<file path="src/rtl/axi_axis_reader.sv">
// AXI4-Lite slave exposing the most recent AXIS sample (sign-extended) plus
// NEW/OVERRUN status flags. Writes are acknowledged and discarded.
module axi_axis_reader #(
  parameter int AXI_ADDR_WIDTH  = 12,
  parameter int AXI_DATA_WIDTH  = 32,
  parameter int AXIS_DATA_WIDTH = 24
) (
  input  logic                       aclk,
  input  logic                       rst,
  input  logic [AXI_ADDR_WIDTH-1:0]  s_axi_awaddr,
  input  logic                       s_axi_awvalid,
  output logic                       s_axi_awready,
  input  logic [AXI_DATA_WIDTH-1:0]  s_axi_wdata,
  input  logic                       s_axi_wvalid,
  output logic                       s_axi_wready,
  output logic [1:0]                 s_axi_bresp,
  output logic                       s_axi_bvalid,
  input  logic                       s_axi_bready,
  input  logic [AXI_ADDR_WIDTH-1:0]  s_axi_araddr,
  input  logic                       s_axi_arvalid,
  output logic                       s_axi_arready,
  output logic [AXI_DATA_WIDTH-1:0]  s_axi_rdata,
  output logic [1:0]                 s_axi_rresp,
  output logic                       s_axi_rvalid,
  input  logic                       s_axi_rready,
  input  logic [AXIS_DATA_WIDTH-1:0] s_axis_tdata,
  input  logic                       s_axis_tvalid,
  output logic                       s_axis_tready
);

  localparam logic [1:0] REG_DATA   = 2'd0;
  localparam logic [1:0] REG_STATUS = 2'd1;

  typedef enum logic {RD_IDLE, RD_RESP} rd_state_e;

  rd_state_e                  rd_state_q, rd_state_d;
  logic [AXIS_DATA_WIDTH-1:0] sample_q, sample_d;
  logic                       new_q, new_d;
  logic                       ovr_q, ovr_d;
  logic [AXI_DATA_WIDTH-1:0]  rdata_q, rdata_d;
  logic                       bvalid_q, bvalid_d;

  logic                       capture, rd_acc, data_rd_acc, wr_acc;
  logic                       arready, rvalid;
  logic [AXI_DATA_WIDTH-1:0]  data_ext, status_word, rd_mux;
  logic                       unused_in;

  // Address/data of writes and the undecoded address bits carry no meaning here.
  assign unused_in = ^{s_axi_awaddr, s_axi_wdata, s_axi_araddr};

  assign capture     = s_axis_tvalid & ~rst;
  assign rd_acc      = s_axi_arvalid & arready;
  assign data_rd_acc = rd_acc & (s_axi_araddr[3:2] == REG_DATA);
  assign wr_acc      = s_axi_awvalid & s_axi_wvalid & ~bvalid_q & ~rst;

  // ---------------- sample and status flags ----------------
  always_comb begin
    sample_d = capture ? s_axis_tdata : sample_q;
    // A capture in the same cycle as a DATA read leaves NEW set.
    new_d    = capture | (new_q & ~data_rd_acc);
    ovr_d    = (capture & new_q) | (ovr_q & ~data_rd_acc);
  end

  always_comb begin
    data_ext = {AXI_DATA_WIDTH{sample_q[AXIS_DATA_WIDTH-1]}};
    data_ext[AXIS_DATA_WIDTH-1:0] = sample_q;
    status_word      = '0;
    status_word[1:0] = {ovr_q, new_q};
  end

  always_comb begin
    case (s_axi_araddr[3:2])
      REG_DATA:   rd_mux = data_ext;
      REG_STATUS: rd_mux = status_word;
      default:    rd_mux = '0;
    endcase
  end

  // ---------------- read channel FSM ----------------
  always_ff @(posedge aclk) begin
    if (rst) rd_state_q <= RD_IDLE;
    else     rd_state_q <= rd_state_d;
  end

  always_comb begin
    rd_state_d = rd_state_q;
    case (rd_state_q)
      RD_IDLE: if (rd_acc)         rd_state_d = RD_RESP;
      RD_RESP: if (s_axi_rready)   rd_state_d = RD_IDLE;
      default:                     rd_state_d = RD_IDLE;
    endcase
  end

  always_comb begin
    arready = (rd_state_q == RD_IDLE) & ~rst;
    rvalid  = (rd_state_q == RD_RESP) & ~rst;
  end

  // Snapshot taken at acceptance so rdata stays put while the master stalls.
  assign rdata_d = rd_acc ? rd_mux : rdata_q;

  // ---------------- write channel ----------------
  assign bvalid_d = wr_acc | (bvalid_q & ~s_axi_bready);

  always_ff @(posedge aclk) begin
    if (rst) begin
      sample_q <= '0;
      new_q    <= 1'b0;
      ovr_q    <= 1'b0;
      rdata_q  <= '0;
      bvalid_q <= 1'b0;
    end else begin
      sample_q <= sample_d;
      new_q    <= new_d;
      ovr_q    <= ovr_d;
      rdata_q  <= rdata_d;
      bvalid_q <= bvalid_d;
    end
  end

  // ---------------- outputs ----------------
  assign s_axis_tready = ~rst;
  assign s_axi_arready = arready;
  assign s_axi_rvalid  = rvalid;
  assign s_axi_rdata   = rst ? '0 : rdata_q;
  assign s_axi_rresp   = 2'b00;
  assign s_axi_awready = wr_acc;
  assign s_axi_wready  = wr_acc;
  assign s_axi_bvalid  = bvalid_q & ~rst;
  assign s_axi_bresp   = 2'b00;

endmodule

</file>
<file path="config.mk">
export PLATFORM = sky130hd
export DESIGN_NAME = axi_axis_reader
export DESIGN_NICKNAME = d
export VERILOG_FILES = /design/src/rtl/axi_axis_reader.sv
export SDC_FILE = /design/constraint.sdc
export NUM_CORES = 1
export LEC_CHECK = 0
export BUFFER_PORTS_ARGS = -buffer_cell sky130_fd_sc_hd__clkbuf_2
export CAP_MARGIN = 20
export CORE_MARGIN = 2
export CORE_UTILIZATION = 35
export CTS_CLUSTER_DIAMETER = 200
export CTS_CLUSTER_SIZE = 10
export DETAILED_ROUTE_END_ITERATION = 10
export GPL_TIMING_DRIVEN = 0
export HOLD_SLACK_MARGIN = 0.15
export PLACE_DENSITY = 0.7
export SKIP_CTS_REPAIR_TIMING = 1
export SLEW_MARGIN = 0
export SYNTH_ARGS = -nofsm -noshare
export SYNTH_HDL_FRONTEND = slang
export SYNTH_SLANG_ARGS = --single-unit
</file>
<file path="constraint.sdc">
create_clock -name aclk -period 2.1 [get_ports aclk]
set_clock_uncertainty 0.15 [all_clocks]
set_input_delay 0.105 -clock aclk [delete_from_list [all_inputs] [get_ports aclk]]
set_output_delay 0.105 -clock aclk [all_outputs]
set_load 0.03 [all_outputs]
</file>
[Word level (Yosys, flattened, before mapping)]
Cells that the tools add are included.
Storage, ports and cells
  memory bits (writable): 0
  output and inout bits: 42
  memories: 0
  register bits after elaboration: 60
  word-level logic and storage cells: 34
  memory bits (read-only): 0
  bits in latches: 0
Cells by class
  $lt $le $gt $ge: 0
  divide/modulo/power cells: 0
  equality and inequality tests: 1
  reduce and logical (&&, ||, !) cells: 1
  add/sub/neg operators: 0
  bitwise logic cells: 21
  shifts and indexed selects: 0
  mux-type cells: 5
  multiply operators: 0
Operators with widths (count)
  32-bit one-hot mux with 2 select lines: 1
  32-bit 2-to-1 mux: 1
  1-bit AND: 13
  1-bit inverter: 5
  1-bit bitwise OR: 3
  2-bit by 1-bit equality test with 1-bit output, second input constant: 1
  2-bit zero test: 1
  1-bit 2-to-1 mux: 2
  1-bit one-hot mux with 2 select lines: 1

[Depth between registers and ports, before layout]
Gate-level depths: netlist (run 1).
  word-level depth: 7
  gate-level depth with buffers: 5
  gate-level depth less buffers: 2

[Worst setup path before layout (run 1)]
Ideal clock, no wire load.
  kind: input -> output
  start: input rst
  end: output s_axi_rdata[24]
  arrival time: 1.407 ns
  setup slack: 0.438 ns
  stages: 4
  data required time: 1.845 ns
  path through: buf_6 buf_2 nor2b_1 buf_4
On the way
  word-level cells in the longest chain between the ends: 1
RTL lines
  start: declaration: line 9  | input logic rst,
  32-bit 2-to-1 mux: line 125  | assign s_axi_rdata = rst ? '0 : rdata_q;
  end: declaration: line 22  | output logic [AXI_DATA_WIDTH-1:0] s_axi_rdata,
No other way between the ends.

[Worst setup path in the final report (run 1)]
  start: input rst
  end: register rdata_q[0]
On the way
  word-level cells in the longest chain between the ends: 3
RTL lines
  1-bit inverter: line 95  | arready = (rd_state_q == RD_IDLE) & ~rst;
  1-bit AND: line 95
  1-bit AND: line 52  | assign rd_acc = s_axi_arvalid & arready;
  end signal: assignment: line 116  | rdata_q <= rdata_d;
  end: declaration: line 40  | logic [AXI_DATA_WIDTH-1:0] rdata_q, rdata_d;
Parallel ways exist; a longest one is shown, timed or not.
A chain may end at the register's enable or synchronous reset.

==> results.toml, run 1 <==
[placement]
io_buffer_count = 67
dp.cells = 376
dp_hpwl_um = 3790
gp_congestion = 0.719

[logic_synthesis]
synth-edff-count = 0
synth_area_leaders = "dfxtp_1 (43%), mux2i_1 (11%), nor4b_1 (8.0%)"
synth-seq-cells = 52
ys_warn_count = 0
ys_seq_area_share_pct = 43.5
ys_async_sr_fraction_pct = 0
yosys-top-cells-count = "dfxtp_1 (52), nor2_1 (28), mux2i_1 (26), nor2b_1 (24), nor4b_1 (22)"
synth_ff_type = "dfxtp_1"
syn-instance-count = 226
synth_area_leader_cell = "dfxtp_1"
synth_area_um2 = 2390
synth_cell_types = 25
yosysTopAreaCellShare_pct = 43.5
synth.avg_cell_area_um2 = 10.6
yosysMostFrequentCell = "dfxtp_1"

[critical_path]
r2r_slack_ns = 0.29
critical_path.cell_chain = "buf_6 -> dlygate4sd3_1 -> or4b_1 -> dlygate4sd3_1 -> o32ai_1"
crit_top_cell = "dlygate4sd3_1"
crit_arrival_ns = 2.11
crit_path_end_kind = "flop"
cp.depth = 5
critPathTopFamily = "buffers and inverters"
path_max_fanout = 7
reg2reg_depth = 3
cp.required_ns = 2.16
slowest_stage = "dlygate4sd3_1"
worst-path-buf-inv = 3
worstSetupStartpointType = "input pin"
max_stage_delay_ns = 0.62
setup.worst_path.class = "in -> reg"

[drt]
dr.pass1.iters = 4
route.detailed.drc = 0
wl_per_cell_um = 13.7
vias_per_cell = 4.70
num_vias = 1968
ant_nets = 0
drt_wl_total_um = 5730
first_iter_violations = 67

[grt]
grtUsageTotal_pct = 14.5
grt_antenna_before_repair = 0
grt_pass1_vias = 1790
grt_pass1_wl_um = 8560
overflow = 0
grt_max_degree = 15

[floorplanning]
rows = 30
die_y_um = 86.7
io-pin-count = 130
initial_utilization_pct = 35.6
fp.dieW_um = 86.7
core_um2 = 6720
fp.dieArea_um2 = 7520

[pwr]
irDropWorstVdd_uv = 435
powerDensity_nw_per_um2 = 593
p_leak_nw = 1.55

[timing]
hold_viol = 0
period_minus_slack_ns = 2.05
setup_viol = 0
fmax_mhz = 487
slew_violations = 0
worstMarginPinSlew_ns = 0.617
max-slew-margin-rel_pct = 58.8
finalCritPeriodShare_pct = 97.8

[clock_tree]
cts_buffer_depth = 2
cts_root_buf = "clkbuf_8"
numCtsBuffers = 5
htree_levels = 2
cts_tree = "done"
clk_pin_slew_worst_paths_ns = 0.09
cts.sinks = 52
insertion_delay_ns = 0.30

[flow_run]
max_cap_violations = 0

[cells_and_area]
n_fill_cell = 660
drive_gt1_share_pct = 36.3
final-instance-count-excl-fill = 419
area_growth_pct = 37.7
utilization_pct = 49.1
diodes = 0
nets = 427

[worst_hold_path]
hp-class = "in -> reg"
hold_path_depth = 3

[outcome]
status = "completed"
kinds of logic after synthesis:
family | share of synthesized area, %
AND/OR/NAND/NOR | 20.4
flip-flops | 43.5
multiplexers | 22.8
buffers and inverters | 10.7
AO/OA/AOI/OAI | 2.51
other | 0.157
sequential cells by signal, indices dropped and copies added, names as in the netlist:
signal	count
bvalid_q	1
new_q	1
ovr_q	1
rd_state_q	1
rdata_q	24
sample_q	24
final cells by class:
cell class / instances / area [um2] / area share (%)
plain buffers: 34 / 238 / 7.21
flip-flops and latches: 52 / 1040 / 31.6
well taps: 80 / 100 / 3.03
repair buffers: 103 / 696 / 21.1
clock buffers: 7 / 96.3 / 2.92
multi-input cells: 138 / 1110 / 33.6
inverters: 5 / 18.8 / 0.569
tightest hold or removal path, cell delays in order:
cell     delay (ns)
buf_6          0.10
buf_2          0.21
o32ai_1        0.12
metal layers:
layer | vias to the layer above | global-route usage, % | wire [um]
met3 | 7 | 3.62 | 231
li1 | 977 | - | -
met2 | 55 | 23.8 | 2770
met4 | 0 | 4.26 | 63
met5 | - | 0 | 0
met1 | 929 | 18.7 | 2660
metrics by stage:
| step | power [mW] | cell area [um2] | hold WS, ns | setup slack, ns | TNS, ns |
|---|---|---|---|---|---|
| after global routing | 2.04 | 3300 | 0.161 | -0.00288 | -0.00288 |
| after floorplan | 1.24 | 2410 | 0.102 | 0.438 | 0 |
| after global placement | 1.31 | 2840 | 0.188 | 0.547 | 0 |
| final | 1.96 | 3300 | 0.136 | 0.0470 | 0 |
| after detailed placement | 1.32 | 2840 | 0.197 | 0.472 | 0 |
| after CTS | 1.92 | 2940 | -0.119 | 0.293 | 0 |
placed cells by master, fill, tap and decap left out:
cell and instances:
clkbuf_2 67, dfxtp_1 52, dlygate4sd3_1 36, nor2_1 28, mux2i_1 26, nor2b_1 24, nor4b_1 22, buf_4 14
buf_2 12, mux2_4 10, mux2_2 7, clkbuf_8 7, inv_1 5, mux2_1 5, conb_1 4, buf_1 3
a211oi_1 3, buf_6 2, o32ai_1 2, a21o_1 2, and4bb_2 1, nor3b_2 1, buf_8 1, clkbuf_1 1
buf_12 1, or4b_1 1, nor3_1 1, a21oi_1 1
where the power goes:
| part | switching (mW) | total, mW | internal (mW) |
|---|---|---|---|
| clock | 0.313 | 0.607 | 0.294 |
| combinational | 0.153 | 0.311 | 0.158 |
| sequential | 0.0171 | 1.04 | 1.02 |
final timing paths:
kind,startpoint,end
setup / recovery,rst,rdata_q[0]
setup reg to reg,rd_state_q,rdata_q[0]
hold / removal,rst,rdata_q[0]
hold reg to reg,sample_q[3],sample_q[3]
Note: power is estimated with default switching activity, not from simulation.
==> inputs of run 2 (changes only) <==
--- a/config.mk
+++ b/config.mk
@@ -8,13 +8,12 @@
 export BUFFER_PORTS_ARGS = -buffer_cell sky130_fd_sc_hd__clkbuf_2
 export CAP_MARGIN = 20
 export CORE_MARGIN = 2
-export CORE_UTILIZATION = 35
-export CTS_CLUSTER_DIAMETER = 200
+export CORE_UTILIZATION = 48
 export CTS_CLUSTER_SIZE = 10
 export DETAILED_ROUTE_END_ITERATION = 10
 export GPL_TIMING_DRIVEN = 0
 export HOLD_SLACK_MARGIN = 0.15
-export PLACE_DENSITY = 0.7
+export PLACE_DENSITY = 0.9
 export SKIP_CTS_REPAIR_TIMING = 1
 export SLEW_MARGIN = 0
 export SYNTH_ARGS = -nofsm -noshare
==> results.toml, run 2 (synthesis gave the netlist of run 1 again) <==
[floorplanning]
fp.dieArea_um2 = 5570
initial_utilization_pct = 50.4
die_y_um = 74.6
fp.dieW_um = 74.6
io-pin-count = 130
core_um2 = 4750
rows = 25

[critical_path]
r2r_slack_ns = 0.32
rr_endpoint = "rdata_q[1]"
r2r_start = "rd_state_q"
cp.required_ns = 2.15
crit_path_end_kind = "flop"
worstSetupStartpointType = "input pin"
path_max_fanout = 7
crit_arrival_ns = 2.07
setup.worst_path.class = "in -> reg"
reg2reg_depth = 3

[timing]
grt_setup_unrepaired = "no"
setup_viol = 0
max-slew-margin-rel_pct = 57.8
setup_ws_ns = 0.0827
tns_ns = 0
period_minus_slack_ns = 2.02
worstMarginPinSlew_ns = 0.631
slew_violations = 0
hold_viol = 0
fmax_mhz = 496
finalCritPeriodShare_pct = 96.1

[grt]
grtUsageTotal_pct = 18.1
grt_antenna_before_repair = 0
grt_pass1_wl_um = 7710
grt_pass1_vias = 1718
grt_max_degree = 17
overflow = 0

[worst_hold_path]
hold_path_depth = 3
hp-class = "in -> reg"
holdCritStartpoint = "s_axi_araddr[3]"
worstHoldEndpoint = "rdata_q[19]"

[cells_and_area]
n_fill_cell = 370
multi_input_area_um2 = 1110
layout_common_cells = "clkbuf_2 (67), dfxtp_1 (52), dlygate4sd3_1 (36)"
largest_registers = "rdata_q: 24 flops, sample_q: 24 flops"
drive_gt1_share_pct = 36.5
layout_commonest_cell = "clkbuf_2"
area_growth_pct = 38.1
diodes = 0
nets = 427
utilization_pct = 69.6
final-seq-area_um2 = 1040

[pwr]
seqPwrFrac_pct = 50.4
power.share.clock_pct = 34.6
comb_power_share_pct = 15.0
powerDensity_nw_per_um2 = 624
p_sw_share_pct = 23.9
power_mw = 2.06
irDropWorstVdd_uv = 423
p_int_mw = 1.57
p_leak_nw = 1.56
power_switching_mw = 0.494

[clock_tree]
cts.sinks = 52
insertion_delay_ns = 0.30
numCtsBuffers = 5
clk_pin_slew_worst_paths_ns = 0.09
cts_buffer_depth = 2
cts_tree = "done"
htree_levels = 2
cts_root_buf = "clkbuf_8"

[placement]
gp_congestion = 0.776
place_ws_ns = 0.495
dp_hpwl_um = 3710
io_buffer_count = 67

[outcome]
status = "completed"

[drt]
first_iter_violations = 71
dr.pass1.iters = 4
drt_wl_total_um = 5530
wl_per_cell_um = 13.6
ant_nets = 0
route.detailed.drc = 0
vias_per_cell = 4.86
num_vias = 1978

[flow_run]
max_cap_violations = 0
==> run 2: changes by cell type in the layout (fill, tap and decap cells not counted), sizes merged <==
cell	change
clkbuf	-1
bufinv	+1
clkinv	+1
==> run 2: worst max path at each step <==
stage	depth (start not counted)	end	startpoint
floorplan	4	s_axi_rdata[24]	rst
global placement	5	s_axi_rdata[31]	rst
detailed placement	5	s_axi_rdata[30]	rst
CTS	3	s_axi_rdata[30]	rdata_q[30]
global route	5	rdata_q[1]	rst
finish	5	rdata_q[1]	rst
==> run 2: routing by layer <==
layer | GRT usage (%) | share of wire [%] | wire length (um)
met4 | 4.56 | 0.78 | 43
met5 | 0 | 0 | 0
met1 | 23.1 | 43 | 2380
met3 | 4.42 | 4.4 | 243
met2 | 30.9 | 52 | 2860
==> run 2: stage by stage <==
step	hold slack [ns]	instance area [um2]	cells
after global placement	0.190	2830	363
after floorplan	0.102	2410	229
after CTS	-0.118	2950	371
after detailed placement	0.197	2830	363
final	0.185	3310	407
after global routing	0.180	3310	407
==> run 2: layout make-up <==
type	count	area share [%]
Clock buffer	6	2.50
Timing Repair Buffer	103	21.0
Inverter	5	0.568
Sequential cell	52	31.5
Multi-Input combinational cell	138	33.5
Tap cell	67	2.53
Clock inverter	2	1.17
Buffer	34	7.19
==> run 2: power groups by stage <==
stage | Combinational [mW] | Clock, mW | Sequential [mW]
after floorplan | 0.183 | 0 | 1.06
after global placement | 0.245 | 0 | 1.06
after detailed placement | 0.250 | 0 | 1.06
after CTS | 0.251 | 0.728 | 1.04
after global routing | 0.333 | 0.769 | 1.04
final | 0.309 | 0.715 | 1.04
==> run 2: worst max-delay path: stages <==
cell           delay, ns
buf_6               0.11
dlygate4sd3_1       0.61
or4b_1              0.51
dlygate4sd3_1       0.59
o32ai_1             0.14
==> inputs of run 3 (changes only) <==
--- a/config.mk
+++ b/config.mk
@@ -8,12 +8,12 @@
 export BUFFER_PORTS_ARGS = -buffer_cell sky130_fd_sc_hd__clkbuf_2
 export CAP_MARGIN = 20
 export CORE_MARGIN = 2
-export CORE_UTILIZATION = 48
+export CORE_UTILIZATION = 44
 export CTS_CLUSTER_SIZE = 10
 export DETAILED_ROUTE_END_ITERATION = 10
 export GPL_TIMING_DRIVEN = 0
 export HOLD_SLACK_MARGIN = 0.15
-export PLACE_DENSITY = 0.9
+export PLACE_DENSITY = 0.84
 export SKIP_CTS_REPAIR_TIMING = 1
 export SLEW_MARGIN = 0
 export SYNTH_ARGS = -nofsm -noshare
==> constraint.sdc (replaced) <==
create_clock -name aclk -period 1.9 [get_ports aclk]
set_clock_uncertainty 0.15 [all_clocks]
set_input_delay 0.095 -clock aclk [delete_from_list [all_inputs] [get_ports aclk]]
set_output_delay 0.095 -clock aclk [all_outputs]
set_load 0.03 [all_outputs]
==> results.toml, run 3 (synthesis gave the netlist of run 1 again) <==
[drt]
routed-wl-met3_um = 279
route.detailed.drc = 0
first_iter_violations = 87
wl_per_cell_um = 13.5
drt-met1-wl_um = 2520
num_vias = 1955
ant_nets = 0
vias_per_cell = 4.75
drt_wl_total_um = 5550
dr.pass1.iters = 4
highest_layer = "met4"
wl_met2_um = 2690

[clock_tree]
htree_levels = 2
numCtsBuffers = 5
cts_tree = "done"
cts.sinks = 52
clk_pin_slew_worst_paths_ns = 0.10
insertion_delay_ns = 0.31
cts_root_buf = "clkbuf_8"
cts_buffer_depth = 2

[placement]
io_buffer_count = 67
placed_cell_area_um2 = 2830
gp_congestion = 0.761
dp_hpwl_um = 3720
place_ws_ns = 0.342

[flow_run]
max_cap_violations = 0

[timing]
finalCritPeriodShare_pct = 95.7
max-slew-margin-rel_pct = 60.8
fmax_mhz = 550
setup_ws_ns = 0.0817
setup_viol = 0
slew_violations = 0
period_minus_slack_ns = 1.82
worstMarginPinSlew_ns = 0.586
hold_viol = 0

[pwr]
p_leak_nw = 1.58
powerDensity_nw_per_um2 = 748
irDropWorstVdd_uv = 428

[cells_and_area]
largest_registers = "rdata_q: 24 flops, sample_q: 24 flops"
diodes = 0
drive_gt1_share_pct = 36.3
utilization_pct = 65.1
layout_commonest_cell = "clkbuf_2"
nets = 429
multi_input_area_um2 = 1110
final-seq-area_um2 = 1040
layout_common_cells = "clkbuf_2 (67), dfxtp_1 (52), dlygate4sd3_1 (38)"
n_fill_cell = 414
design_area_um2 = 3370
area_growth_pct = 40.6

[grt]
overflow = 0
grt_pass1_wl_um = 8200
grt_pass1_vias = 1741
grt_max_degree = 17
grtUsageTotal_pct = 16.9
grt_antenna_before_repair = 0

[floorplanning]
rows = 26
initial_utilization_pct = 46.3
die_y_um = 77.8
fp.dieArea_um2 = 6050
fp.dieW_um = 77.8
core_um2 = 5170
io-pin-count = 130

[critical_path]
setup.worst_path.class = "in -> reg"
crit_end = "rdata_q[0]"
rr_endpoint = "rdata_q[0]"
crit_arrival_ns = 1.89
path_max_fanout = 2
critical_path.cell_chain = "dlygate4sd3_1 -> clkbuf_2 -> or4b_1 -> dlygate4sd3_1 -> o32ai_1"
worstSetupStartpointType = "input pin"
max_stage_delay_ns = 0.60
crit_top_cell = "dlygate4sd3_1"
slowest_stage = "dlygate4sd3_1"
cp.required_ns = 1.97
reg2reg_depth = 3
r2r_slack_ns = 0.12
crit_path_end_kind = "flop"
r2r_start = "rd_state_q"
crit_start = "s_axi_arvalid"

[outcome]
status = "completed"

[worst_hold_path]
hp-class = "in -> reg"
==> run 3: cell types whose count changed in the layout (fill, tap and decap cells not counted), sizes merged <==
cell,delta
dlygate4sd3,+2
clkbuf,-1
clkinv,-1
bufinv,+2
==> run 3: worst min-delay path by stage <==
stage          cells after the start             start  slack [ns]      endpoint
3_3_place_gp                       3   s_axis_tdata[3]        0.18   sample_q[3]
5_1_grt                            3   s_axi_araddr[3]        0.16   rdata_q[22]
2_1_floorplan                      2  s_axis_tdata[10]        0.09  sample_q[10]
3_5_place_dp                       3   s_axis_tdata[3]        0.19   sample_q[3]
6_report                           3   s_axi_araddr[3]        0.16   rdata_q[22]
4_1_cts                            3   s_axis_tdata[1]       -0.14   sample_q[1]
==> run 3: layout make-up <==
type,instances,area share (%)
well taps,70,2.60
repair buffers,105,21.2
plain buffers,34,7.06
inverters,5,0.557
multi-input cells,138,32.9
clock buffers,5,2.04
flip-flops and latches,52,30.9
clock inverters,3,2.67
==> run 3: critical path, delay by kind of cell <==
kind	cells	cell delay, ns
AOI/OAI and AO/OA	1	0.13
and+or+nand+nor	1	0.43
buffers and inverters	3	1.23
==> run 3: where the power goes <==
group          leakage, nW  internal, mW  switching [mW]
registers            0.425          1.13          0.0198
clock network       0.0784         0.658           0.367
logic                 1.08         0.177           0.166
==> run 3: layer usage <==
| metal | GRT usage, % | vias to the layer above |
|---|---|---|
| li1 | - | 991 |
| met1 | 21.9 | 903 |
| met2 | 27.6 | 56 |
| met3 | 4.30 | 5 |
| met4 | 4.82 | 0 |
| met5 | 0 | - |
==> run 3: per-stage QoR <==
step	power (mW)	instances	hold slack [ns]	setup TNS [ns]
after floorplan	1.37	229	0.0918	0
after global placement	1.44	366	0.180	0
after detailed placement	1.45	366	0.189	0
after CTS	2.46	374	-0.135	0
after global routing	2.61	412	0.163	-0.00122
final	2.52	412	0.155	0
